File: config.mk
export PLATFORM = sky130hd
export DESIGN_NAME = apb_requester_param
export DESIGN_NICKNAME = d
export VERILOG_FILES = /design/src/rtl/apb_pkg.sv /design/src/rtl/apb_addr_decoder.sv /design/src/rtl/apb_requester_param.sv
export SDC_FILE = /design/constraint.sdc
export NUM_CORES = 1
export LEC_CHECK = 0
export ABC_AREA = 1
export CELL_PAD_IN_SITES_DETAIL_PLACEMENT = 1
export CELL_PAD_IN_SITES_GLOBAL_PLACEMENT = 1
export CORE_MARGIN = 4
export CORE_UTILIZATION = 30
export DETAILED_ROUTE_END_ITERATION = 7
export DONT_BUFFER_PORTS = 1
export GPL_ROUTABILITY_DRIVEN = 0
export HOLD_SLACK_MARGIN = 0.15
export MAX_ROUTING_LAYER = met4
export PLACE_DENSITY_LB_ADDON = 0.1
export SYNTH_ARGS = -nofsm -noshare
export SYNTH_HDL_FRONTEND = slang
export SYNTH_SLANG_ARGS = --single-unit
File: constraint.sdc
create_clock -name PCLK -period 1.7 [get_ports PCLK]
set_input_delay 0.34 -clock PCLK [delete_from_list [all_inputs] [get_ports PCLK]]
set_output_delay 0.34 -clock PCLK [all_outputs]
set_load 0.1 [all_outputs]
File: src/rtl/apb_pkg.sv
// Shared types for the APB requester: FSM state encoding and the captured response record.
package apb_pkg;

  localparam int APB_MAX_DATA_W = 32;

  typedef enum logic [1:0] {
    ST_IDLE   = 2'd0,
    ST_SETUP  = 2'd1,
    ST_ACCESS = 2'd2,
    ST_RESP   = 2'd3
  } apb_req_state_e;

  typedef struct packed {
    logic [APB_MAX_DATA_W-1:0] rdata;
    logic                      err;
  } apb_rsp_t;

endpackage

File: src/rtl/apb_addr_decoder.sv
// Maps a request address onto a one-hot completer select inside the window starting at BASE_ADDR.
module apb_addr_decoder #(
  parameter int                ADDR_W      = 32,
  parameter int                NUM_SLV     = 4,
  parameter logic [ADDR_W-1:0] BASE_ADDR   = 32'h1000_0000,
  parameter int                REGION_BITS = 12
) (
  input  logic [ADDR_W-1:0]  addr_i,
  output logic [NUM_SLV-1:0] sel_o,
  output logic               hit_o
);

  logic [ADDR_W-1:0] offset;
  logic [ADDR_W-1:0] index;

  assign offset = addr_i - BASE_ADDR;
  assign index  = offset >> REGION_BITS;
  assign hit_o  = (addr_i >= BASE_ADDR) && (index < ADDR_W'(NUM_SLV));

  always_comb begin
    sel_o = '0;
    for (int i = 0; i < NUM_SLV; i++) begin
      if (hit_o && (index == ADDR_W'(i))) sel_o[i] = 1'b1;
    end
  end

endmodule

File: src/rtl/apb_requester_param.sv
// Single-outstanding APB requester bridging a valid/ready front end onto NUM_SLV completers.
// Optional ACCESS-phase timeout when APB_REQ_TIMEOUT_EN is defined.
//
// state     | meaning
// ST_IDLE   | req_ready high, waiting for a request to latch and decode
// ST_SETUP  | one-cycle APB setup phase, PSEL high, PENABLE low
// ST_ACCESS | PENABLE high, waiting for PREADY (or timeout)
// ST_RESP   | rsp_valid high until rsp_ready
module apb_requester_param
  import apb_pkg::*;
#(
  parameter int                ADDR_W      = 32,
  parameter int                DATA_W      = 32,
  parameter int                NUM_SLV     = 4,
  parameter logic [ADDR_W-1:0] BASE_ADDR   = 32'h1000_0000,
  parameter int                REGION_BITS = 12,
  parameter int                TIMEOUT_CYC = 256,
  localparam int               STRB_W      = DATA_W / 8
) (
  input  logic               PCLK,
  input  logic               PRESETn,
  output logic [ADDR_W-1:0]  PADDR,
  output logic               PWRITE,
  output logic               PENABLE,
  output logic [DATA_W-1:0]  PWDATA,
  output logic [STRB_W-1:0]  PSTRB,
  output logic [NUM_SLV-1:0] PSEL,
  input  logic               PREADY,
  input  logic [DATA_W-1:0]  PRDATA,
  input  logic               PSLVERR,
  input  logic               req_valid,
  output logic               req_ready,
  input  logic               req_write,
  input  logic [ADDR_W-1:0]  req_addr,
  input  logic [DATA_W-1:0]  req_wdata,
  input  logic [STRB_W-1:0]  req_strb,
  output logic               rsp_valid,
  input  logic               rsp_ready,
  output logic [DATA_W-1:0]  rsp_rdata,
  output logic               rsp_err
);

  if (DATA_W != 8 && DATA_W != 16 && DATA_W != 32) begin : g_bad_data_w
    $error("DATA_W must be 8, 16 or 32");
  end
  if (NUM_SLV < 1 || NUM_SLV > 16) begin : g_bad_num_slv
    $error("NUM_SLV must be in 1..16");
  end
  if (TIMEOUT_CYC < 2) begin : g_bad_timeout
    $error("TIMEOUT_CYC must be at least 2");
  end

  apb_req_state_e     state_q;
  logic [ADDR_W-1:0]  paddr_q;
  logic               pwrite_q;
  logic               penable_q;
  logic [DATA_W-1:0]  pwdata_q;
  logic [STRB_W-1:0]  pstrb_q;
  logic [NUM_SLV-1:0] psel_q;
  logic               rsp_valid_q;
  apb_rsp_t           rsp_q;

  logic [NUM_SLV-1:0] dec_sel;
  logic               dec_hit;

  apb_addr_decoder #(
    .ADDR_W      (ADDR_W),
    .NUM_SLV     (NUM_SLV),
    .BASE_ADDR   (BASE_ADDR),
    .REGION_BITS (REGION_BITS)
  ) u_dec (
    .addr_i (req_addr),
    .sel_o  (dec_sel),
    .hit_o  (dec_hit)
  );

`ifdef APB_REQ_TIMEOUT_EN
  localparam int CNT_W = $clog2(TIMEOUT_CYC + 1);
  logic [CNT_W-1:0] to_cnt_q;
  logic             to_expired;

  assign to_expired = (to_cnt_q == CNT_W'(TIMEOUT_CYC - 1));

  always_ff @(posedge PCLK or negedge PRESETn) begin
    if (!PRESETn) begin
      to_cnt_q <= '0;
    end else if (state_q == ST_ACCESS && !PREADY && !to_expired) begin
      to_cnt_q <= to_cnt_q + 1'b1;
    end else begin
      to_cnt_q <= '0;
    end
  end
`else
  logic to_expired;
  assign to_expired = 1'b0;
`endif

  always_ff @(posedge PCLK or negedge PRESETn) begin
    if (!PRESETn) begin
      state_q     <= ST_IDLE;
      paddr_q     <= '0;
      pwrite_q    <= 1'b0;
      penable_q   <= 1'b0;
      pwdata_q    <= '0;
      pstrb_q     <= '0;
      psel_q      <= '0;
      rsp_valid_q <= 1'b0;
      rsp_q       <= '0;
    end else begin
      case (state_q)
        ST_IDLE: begin
          if (req_valid) begin
            paddr_q  <= req_addr;
            pwrite_q <= req_write;
            pwdata_q <= req_wdata;
            pstrb_q  <= req_write ? req_strb : '0;
            if (dec_hit) begin
              psel_q  <= dec_sel;
              state_q <= ST_SETUP;
            end else begin
              // Unmapped: answer immediately with an error, never touch the bus.
              rsp_q       <= '{rdata: '0, err: 1'b1};
              rsp_valid_q <= 1'b1;
              state_q     <= ST_RESP;
            end
          end
        end
        ST_SETUP: begin
          penable_q <= 1'b1;
          state_q   <= ST_ACCESS;
        end
        ST_ACCESS: begin
          if (PREADY) begin
            rsp_q.rdata <= pwrite_q ? '0 : APB_MAX_DATA_W'(PRDATA);
            rsp_q.err   <= PSLVERR;
            psel_q      <= '0;
            penable_q   <= 1'b0;
            rsp_valid_q <= 1'b1;
            state_q     <= ST_RESP;
          end else if (to_expired) begin
            rsp_q       <= '{rdata: '0, err: 1'b1};
            psel_q      <= '0;
            penable_q   <= 1'b0;
            rsp_valid_q <= 1'b1;
            state_q     <= ST_RESP;
          end
        end
        ST_RESP: begin
          if (rsp_ready) begin
            rsp_valid_q <= 1'b0;
            state_q     <= ST_IDLE;
          end
        end
        default: state_q <= ST_IDLE;
      endcase
    end
  end

  assign PADDR     = paddr_q;
  assign PWRITE    = pwrite_q;
  assign PENABLE   = penable_q;
  assign PWDATA    = pwdata_q;
  assign PSTRB     = pstrb_q;
  assign PSEL      = psel_q;
  assign req_ready = (state_q == ST_IDLE);
  assign rsp_valid = rsp_valid_q;
  assign rsp_rdata = rsp_q.rdata[DATA_W-1:0];
  assign rsp_err   = rsp_q.err;

endmodule
# Yosys cells after proc, flatten, opt, wreduce, memory -nomap -nowiden

Cells that the tools add are included.

Output and inout port bits: 109
Logic and storage cells: 66
Register bits: 110
Bits of input ports: 107

Reductions and logical operators: 16
Add/sub/neg operators: 1
Magnitude comparators: 2
Mux-type cells: 26
Equal/unequal tests: 11

Operators by type and width:

| kind                                                                          | count |
|---|---|
| 33-bit two-way mux                                                            | 3 |
| 33-bit one-hot mux with 2 select lines                                        | 1 |
| 20-bit by 2-bit equality test with 1-bit output, second input constant        | 2 |
| 32-bit by 29-bit >= comparator with 1-bit output, second input constant       | 1 |
| 32-bit zero test                                                              | 1 |
| 32-bit two-way mux                                                            | 1 |
| 32-bit by 29-bit subtractor with 32-bit output, second input constant         | 1 |
| 20-bit by 1-bit equality test with 1-bit output, second input constant        | 1 |
| 20-bit by 3-bit less-than comparator with 1-bit output, second input constant | 1 |
| 4-bit two-way mux                                                             | 4 |
| 1-bit two-way mux                                                             | 9 |
| 2-bit two-way mux                                                             | 4 |
| 2-bit inequality test, second input constant                                  | 4 |
| 2-bit one-hot mux with 4 select lines                                         | 1 |
| 4-bit one-hot mux with 2 select lines                                         | 1 |
| 4-bit AND reduction                                                           | 2 |
| 1-bit logical AND                                                             | 5 |
| 5-bit AND reduction                                                           | 1 |
| 2-bit equality test, second input constant                                    | 2 |
| 2-bit AND reduction                                                           | 2 |
| 2-bit nonzero test                                                            | 2 |
| 1-bit one-hot mux with 3 select lines                                         | 1 |
| 3-bit AND reduction                                                           | 1 |
| 3-bit nonzero test                                                            | 1 |
| 4 further kinds                                                               | 4 |

# Longest topological paths before layout

Gate-level depths: netlist (run 1).

Word-level depth: 8
Depth in mapped cells: 11

# By module

A second synthesis (run 1) with hierarchy kept.

Cell total of the unflattened synthesis: 594
Area, all modules: 4750.8 um2

By module, submodules not included:

| module              | seq. area each (um2) | area an instance (um2) | instances | cells each |
|---|---|---|---|---|
| apb_requester_param | 2752.6               | 4625.7                 | 1         | 564 |
| apb_addr_decoder    | 0.0                  | 125.1                  | 1         | 30 |

# Worst setup path after synthesis (run 1)

No wires, ideal clock.

Kind: reg-to-reg
Start: register state_q[0]
End: register rsp_q (netlist bit rsp_err)
Required time: 1.578 ns
Cell stages (with the launch flop): 10
Setup slack: -0.637 ns
Setup time: 0.122 ns
Arrival time: 2.215 ns
Buffers on the path: 2
Period minus slack after synthesis: 2.337 ns
Cell sequence: dfrtp_1 > inv_1 > ha_1 > buf_2 > nor2_1 > nor2_4 > nand2_4 > buf_6 > nand2_1 > nand2_1

Word-level cells in the longest chain between the ends: 3

Ends and longest elaborated chain:

| item                                                                         | RTL line                   | RTL |
|---|---|---|
| start: declaration                                                           | apb_requester_param.sv:53  | `apb_req_state_e state_q;` |
| start signal: assignment                                                     | apb_requester_param.sv:100 | `state_q <= ST_IDLE;` |
| start signal: assignment                                                     | apb_requester_param.sv:119 | `state_q <= ST_SETUP;` |
| start signal: assignment                                                     | apb_requester_param.sv:124 | `state_q <= ST_RESP;` |
| 2-bit zero test *                                                            | n/a                        |  |
| named net req_ready                                                          | apb_requester_param.sv:32  | `output logic req_ready,` |
| 2-bit inequality test (no line) / 2-bit nonzero test (equally long branches) | n/a                        |  |
| 4-bit AND reduction (no line)                                                | n/a                        |  |
| end signal: assignment                                                       | apb_requester_param.sv:122 | `rsp_q <= '{rdata: '0, err: 1'b1};` |
| end signal: assignment                                                       | apb_requester_param.sv:141 | `rsp_q <= '{rdata: '0, err: 1'b1};` |
| end: declaration                                                             | apb_requester_param.sv:61  | `apb_rsp_t rsp_q;` |

Mark *: on every way through the listed nets, which the timed path passes. The rest lies on a longest branch.
A chain may end at the register's enable or synchronous reset.

# Final worst setup path (run 1)

Start: register state_q[1]
End: output port req_ready

Word-level cells in the longest chain between the ends: 1

Ends and longest elaborated chain:

| item             | RTL line                   | RTL |
|---|---|---|
| 2-bit zero test  | apb_requester_param.sv:165 | `assign req_ready = (state_q == ST_IDLE);` |
| end: declaration | apb_requester_param.sv:32  |  |

No other way between the ends.

==> results.yml, run 1 <==
yosys:
  syn_inst: 582
  syn_area_um2: 4720
  synthDistinctLibCells: 23
  syn_avg_cell_area_um2: 8.12
  synth_seq_cells: 110
  ys_seq_area_frac: 0.583
  ys_warn_count: 0
  syn_nets: 693
grt:
  met2_usage: 0.313
  first_global_vias: 4936
  grt_max_degree: 111
  gr-usage-all-layers: 0.182
  grt_pass1_wl_mm: 25.3
  overflow: 0
  grt_antenna_before_repair: 0
  use_met1: 0.204
  use_met3: 0.0472
  top_usage_layer: "met2"
clock_tree:
  holdBufCountCts: 65
  insertion_delay_ps: 350
  clock_sinks: 110
  cts.htree.levels: 3
  cts-buffers-inserted: 9
  clk_path_buf_depth: 2
  clockRootBuffer: "clkbuf_16"
  cts_tree: "done"
  clk_pin_slew_ps: 70
outcome:
  violations: "hold timing"
  status: "complete, but fails checks"
timing:
  setup_viol: 0
  period_share: 0.959
  worstMarginPinSlew_ps: 318
  fin_skew_ps: 6.32
  slew_violations: 0
  layout_setup_ws_ps: 70.4
  period_minus_slack_ps: 1630
  finalSetupTns_ps: 0
  hold_ws_ps: -315
  hold_viol: 110
  fmax_mhz: 614
  relSlewSlack: 0.788
die:
  start_util: 0.308
  row_count: 45
  die_y_um: 133
  die_area_um2: 17800
  die_w_um: 133
  io_pins: 216
  core_um2: 15300
worst_setup_path:
  crit_path_max_incr_delay_ps: 410
  path_cells: "inv_2 -> ha_4 -> buf_8"
  critPathRequiredTime_ps: 1360
  crit_path_end_kind: "output port"
  arrival_ps: 1290
  cpMaxStageDelayCell: "dfrtp_1"
  critPathMaxFanout: 7
  worstSetupPathType: "register to output port"
  cp-start-kind: "register"
detailed_routing:
  wl_per_cell_um: 16.0
  ant_nets: 0
  num_vias: 4420
  drtIter0Drc: 217
  vias_per_cell: 4.55
  routed_wl_mm: 15.6
  drtPass1Iterations: 4
  route.detailed.drc: 0
placed_design:
  dp_hpwl_mm: 10.2
  placement.io_buffers: 0
  post-place-ws_ps: 7.44
finish:
  layout-drive-gt1-share: 0.206
  utilization: 0.448
  n_fill_cell: 1813
  layout.nets: 867
  antenna_cells: 0
  syn2layout_area_growth_pct: 45.1
worst_hold_path:
  hold_class: "primary input to asynchronous set/reset pin"
job:
  cap_viol_max_count: 0
[synth_stat cells (all sizes together)]
master	n	area share
a21oi	1	0.0011
clkinv	1	0.00079
nand2	284	0.23
clkbuf	14	0.011
nor3	1	0.0011
nand4	5	0.0098
and2	1	0.0013
dfrtp	110	0.58
nand3	36	0.038
inv	48	0.038
o21ai	14	0.016
buf	13	0.018
ha	4	0.011
a21boi	1	0.0016
or2	2	0.0026
nor2	47	0.041
[routing by layer]
metal,vias to the layer above,part of all wire
met2,154,0.50
met3,20,0.066
li1,2099,-
met4,0,0.022
met5,-,0
met1,2147,0.41
[flip-flops by register name, indices dropped and copies added (netlist names)]
register,flops
PADDR,32
PSEL,4
PWRITE,1
rsp_valid,1
PENABLE,1
rsp_rdata,32
state_q,2
PWDATA,32
rsp_err,1
PSTRB,4
[cells by family after synthesis]
family,Yosys count,share of synthesized area
flip-flops,110,0.583
adder cells (fa/ha/maj),4,0.0106
buffers and inverters,76,0.0678
AND/OR/NAND/NOR,376,0.321
AO/OA/AOI/OAI,16,0.0183
[stage by stage]
step,instance area (um^2),instances
2_1_floorplan,4750,582
3_3_place_gp,5790,884
3_5_place_dp,5790,884
4_1_cts,6780,965
5_1_grt,6850,972
6_report,6850,972
[path summary, 6_finish.rpt]
check / startpoint / to / slack (ps) / cells after the start
min in group PCLK: req_addr[14] / PADDR[14] / 170 / 2
min: PRESETn / rsp_rdata[31] / -310 / 0
max in group asynchronous: PRESETn / PWRITE / 1840 / 0
min reg2reg: rsp_valid / rsp_valid / 470 / 2
max reg2reg: state_q[1] / rsp_rdata[10] / 120 / 9
max: state_q[1] / req_ready / 70 / 3
[cell usage in the layout (no fill, tap or decap), drive strengths merged]
master       count
a21oi            1
nand3           36
or2              2
dfrtp          110
clkbuf          14
nand4            5
buf            124
dlygate4sd3     65
a21boi           1
ha               4
nand2          285
clkinvlp         1
nor3             1
and2             1
nor2            47
bufinv           1
inv             49
o21ai           14
[area by class of cell]
type	count	area, um^2	share of cell area
repair buffers	189	1640	0.240
multi-input cells	397	1690	0.246
flip-flops and latches	110	2750	0.402
inverters	49	184	0.0268
well taps	211	264	0.0385
clock buffers	14	284	0.0414
clock inverters	2	37.5	0.00548
[what timing repair did]
action                                  4_1_cts  5_1_grt
endpoints found under the setup margin        3       39
pin swaps                                     0        3
endpoints found under the hold margin       175      110
cloned                                        0        1
setup buffers                                 0        6
gates resized for setup                       3        5
[critical path: cells and delay by family (launching register included)]
family / cells / cell delay, ps
adders and majority gates: 1 / 210
DFF: 1 / 410
buffers and inverters: 2 / 320
Power of run 1 is left out: the tool's default activity adds up to more than one toggle a clock period on the data nets, which glitch-free logic cannot reach.
==> run 2: changes to the inputs <==
CAP_MARGIN = 40   (was not set)
==> results of run 2 <==
Final layout, timing and power as in run 1 (identical DEF).
Power of run 2 is left out for the same reason.
==> run 3: changes to the inputs <==
CORE_UTILIZATION = 29   (was 30)
DONT_BUFFER_PORTS = not set   (was 1)
GPL_ROUTABILITY_DRIVEN = not set   (was 0)
==> run 3 against run 2 <==
  * Largest cell class is now buffers
  * The flow now finishes without violations
  * Die area increased by 3.2%
  * Global-route usage increased by 0.98 points
  * Count of clock-buffer cells in the layout decreased by 2
  * Wire length increased by 6.1%
  * Critical endpoint unchanged
  * Non-clock buffer count increased by 54
==> results.yml, run 3 (same netlist as run 1, synthesis figures left out) <==
outcome:
  status: "complete, no violations"
die:
  core_um2: 15900
  start_util: 0.296
  die_y_um: 136
  die_w_um: 136
  row_count: 46
  die_area_um2: 18400
  io_pins: 216
worst_setup_path:
  crit_path_end_kind: "output port"
  worstSetupPathType: "register to output port"
  cpMaxStageDelayCell: "dfrtp_1"
  path_cells: "inv_2 -> ha_4 -> buf_12"
  reg2regPathDepth: 8
  arrival_ps: 1290
  crit_path_max_incr_delay_ps: 410
  critPathMaxFanout: 7
  critPathRequiredTime_ps: 1360
  cp-start-kind: "register"
detailed_routing:
  wl_per_cell_um: 16.1
  drtPass1Iterations: 4
  num_vias: 4542
  routed_wl_mm: 16.6
  ant_nets: 0
  route.detailed.drc: 0
  drtIter0Drc: 134
  vias_per_cell: 4.41
grt:
  grt_pass1_wl_mm: 26.9
  first_global_vias: 5049
  grt_antenna_before_repair: 0
  gr-usage-all-layers: 0.192
  grt_max_degree: 62
  overflow: 0
finish:
  final_common_cell: "nand2_1"
  utilization: 0.546
  layout.nets: 920
  antenna_cells: 0
  layout_common_cells: "nand2_1, buf_12, dfrtp_1"
  syn2layout_area_growth_pct: 84.4
  layout-drive-gt1-share: 0.207
timing:
  fin_skew_ps: 5.89
  fmax_mhz: 612
  hold_viol: 0
  period_minus_slack_ps: 1630
  setup_viol: 0
  period_share: 0.962
  relSlewSlack: 0.721
  worstMarginPinSlew_ps: 418
  slew_violations: 0
clock_tree:
  cts_tree: "done"
  post-cts-setup-buffer-count: 0
  clk_path_buf_depth: 2
  clk_pin_slew_ps: 70
  clock_sinks: 110
  cts.htree.levels: 3
  clockRootBuffer: "clkbuf_16"
  cts-buffers-inserted: 9
  insertion_delay_ps: 350
worst_hold_path:
  hold_class: "primary input to asynchronous set/reset pin"
placed_design:
  placement.io_buffers: 215
  dp_hpwl_mm: 13.1
  routabilityCongestion: 0.787
job:
  cap_viol_max_count: 0
==> run 3: area by class of cell <==
class,count,area [um^2]
timing repair buffer,243,3550
sequential,110,2750
tap,216,270
clock buffer,12,256
fill,1819,7230
multi-input combinational,396,1670
inverter,49,184
clock inverter,3,20.0
==> run 3: timing repair <==
| action | in CTS | in global routing |
|---|---|---|
| resized for setup | 0 | 2 |
| hold endpoints to repair | 26 | 0 |
| endpoints found under the setup margin | 0 | 35 |
| hold buffers | 1 | 0 |
==> run 3: worst max-delay path: cells and delay by family, from the launching register on <==
kind / cells / cell delay, ps
buf+inv: 2 / 300
flops: 1 / 410
fa+ha+maj: 1 / 230
==> run 3: through the flow <==
| step | setup WS, ps | TNS, ps | instances | hold WS, ps | instance area [um^2] |
|---|---|---|---|---|---|
| 2_1_floorplan | 8.12 | 0 | 582 | 44.4 | 4750 |
| 3_3_place_gp | -190 | -6300 | 1013 | 302 | 8420 |
| 3_5_place_dp | -267 | -9000 | 1013 | 306 | 8420 |
| 4_1_cts | 21.4 | 0 | 1029 | 486 | 8700 |
| 5_1_grt | -1.12 | -1.12 | 1029 | 503 | 8710 |
| 6_report | 65.1 | 0 | 1029 | 467 | 8710 |
==> run 3: final timing paths <==
path | startpoint | end | slack (ps)
setup reg to reg | state_q[1] | rsp_rdata[28] | 110
hold reg to reg | rsp_rdata[0] | rsp_rdata[0] | 540
max in group asynchronous | PRESETn | PADDR[7] | 550
hold / removal | PRESETn | rsp_rdata[28] | 470
setup / recovery | state_q[1] | req_ready | 70
min in group PCLK | req_wdata[31] | PWDATA[31] | 520
==> run 3: metal layers <==
| metal | part of all wire | GRT usage | routed length (um) |
|---|---|---|---|
| met3 | 0.073 | 0.0565 | 1200 |
| met1 | 0.39 | 0.221 | 6450 |
| met2 | 0.52 | 0.326 | 8650 |
| met4 | 0.015 | 0.0560 | 252 |
| met5 | 0 | - | 0 |
Power of run 3 is left out for the same reason.
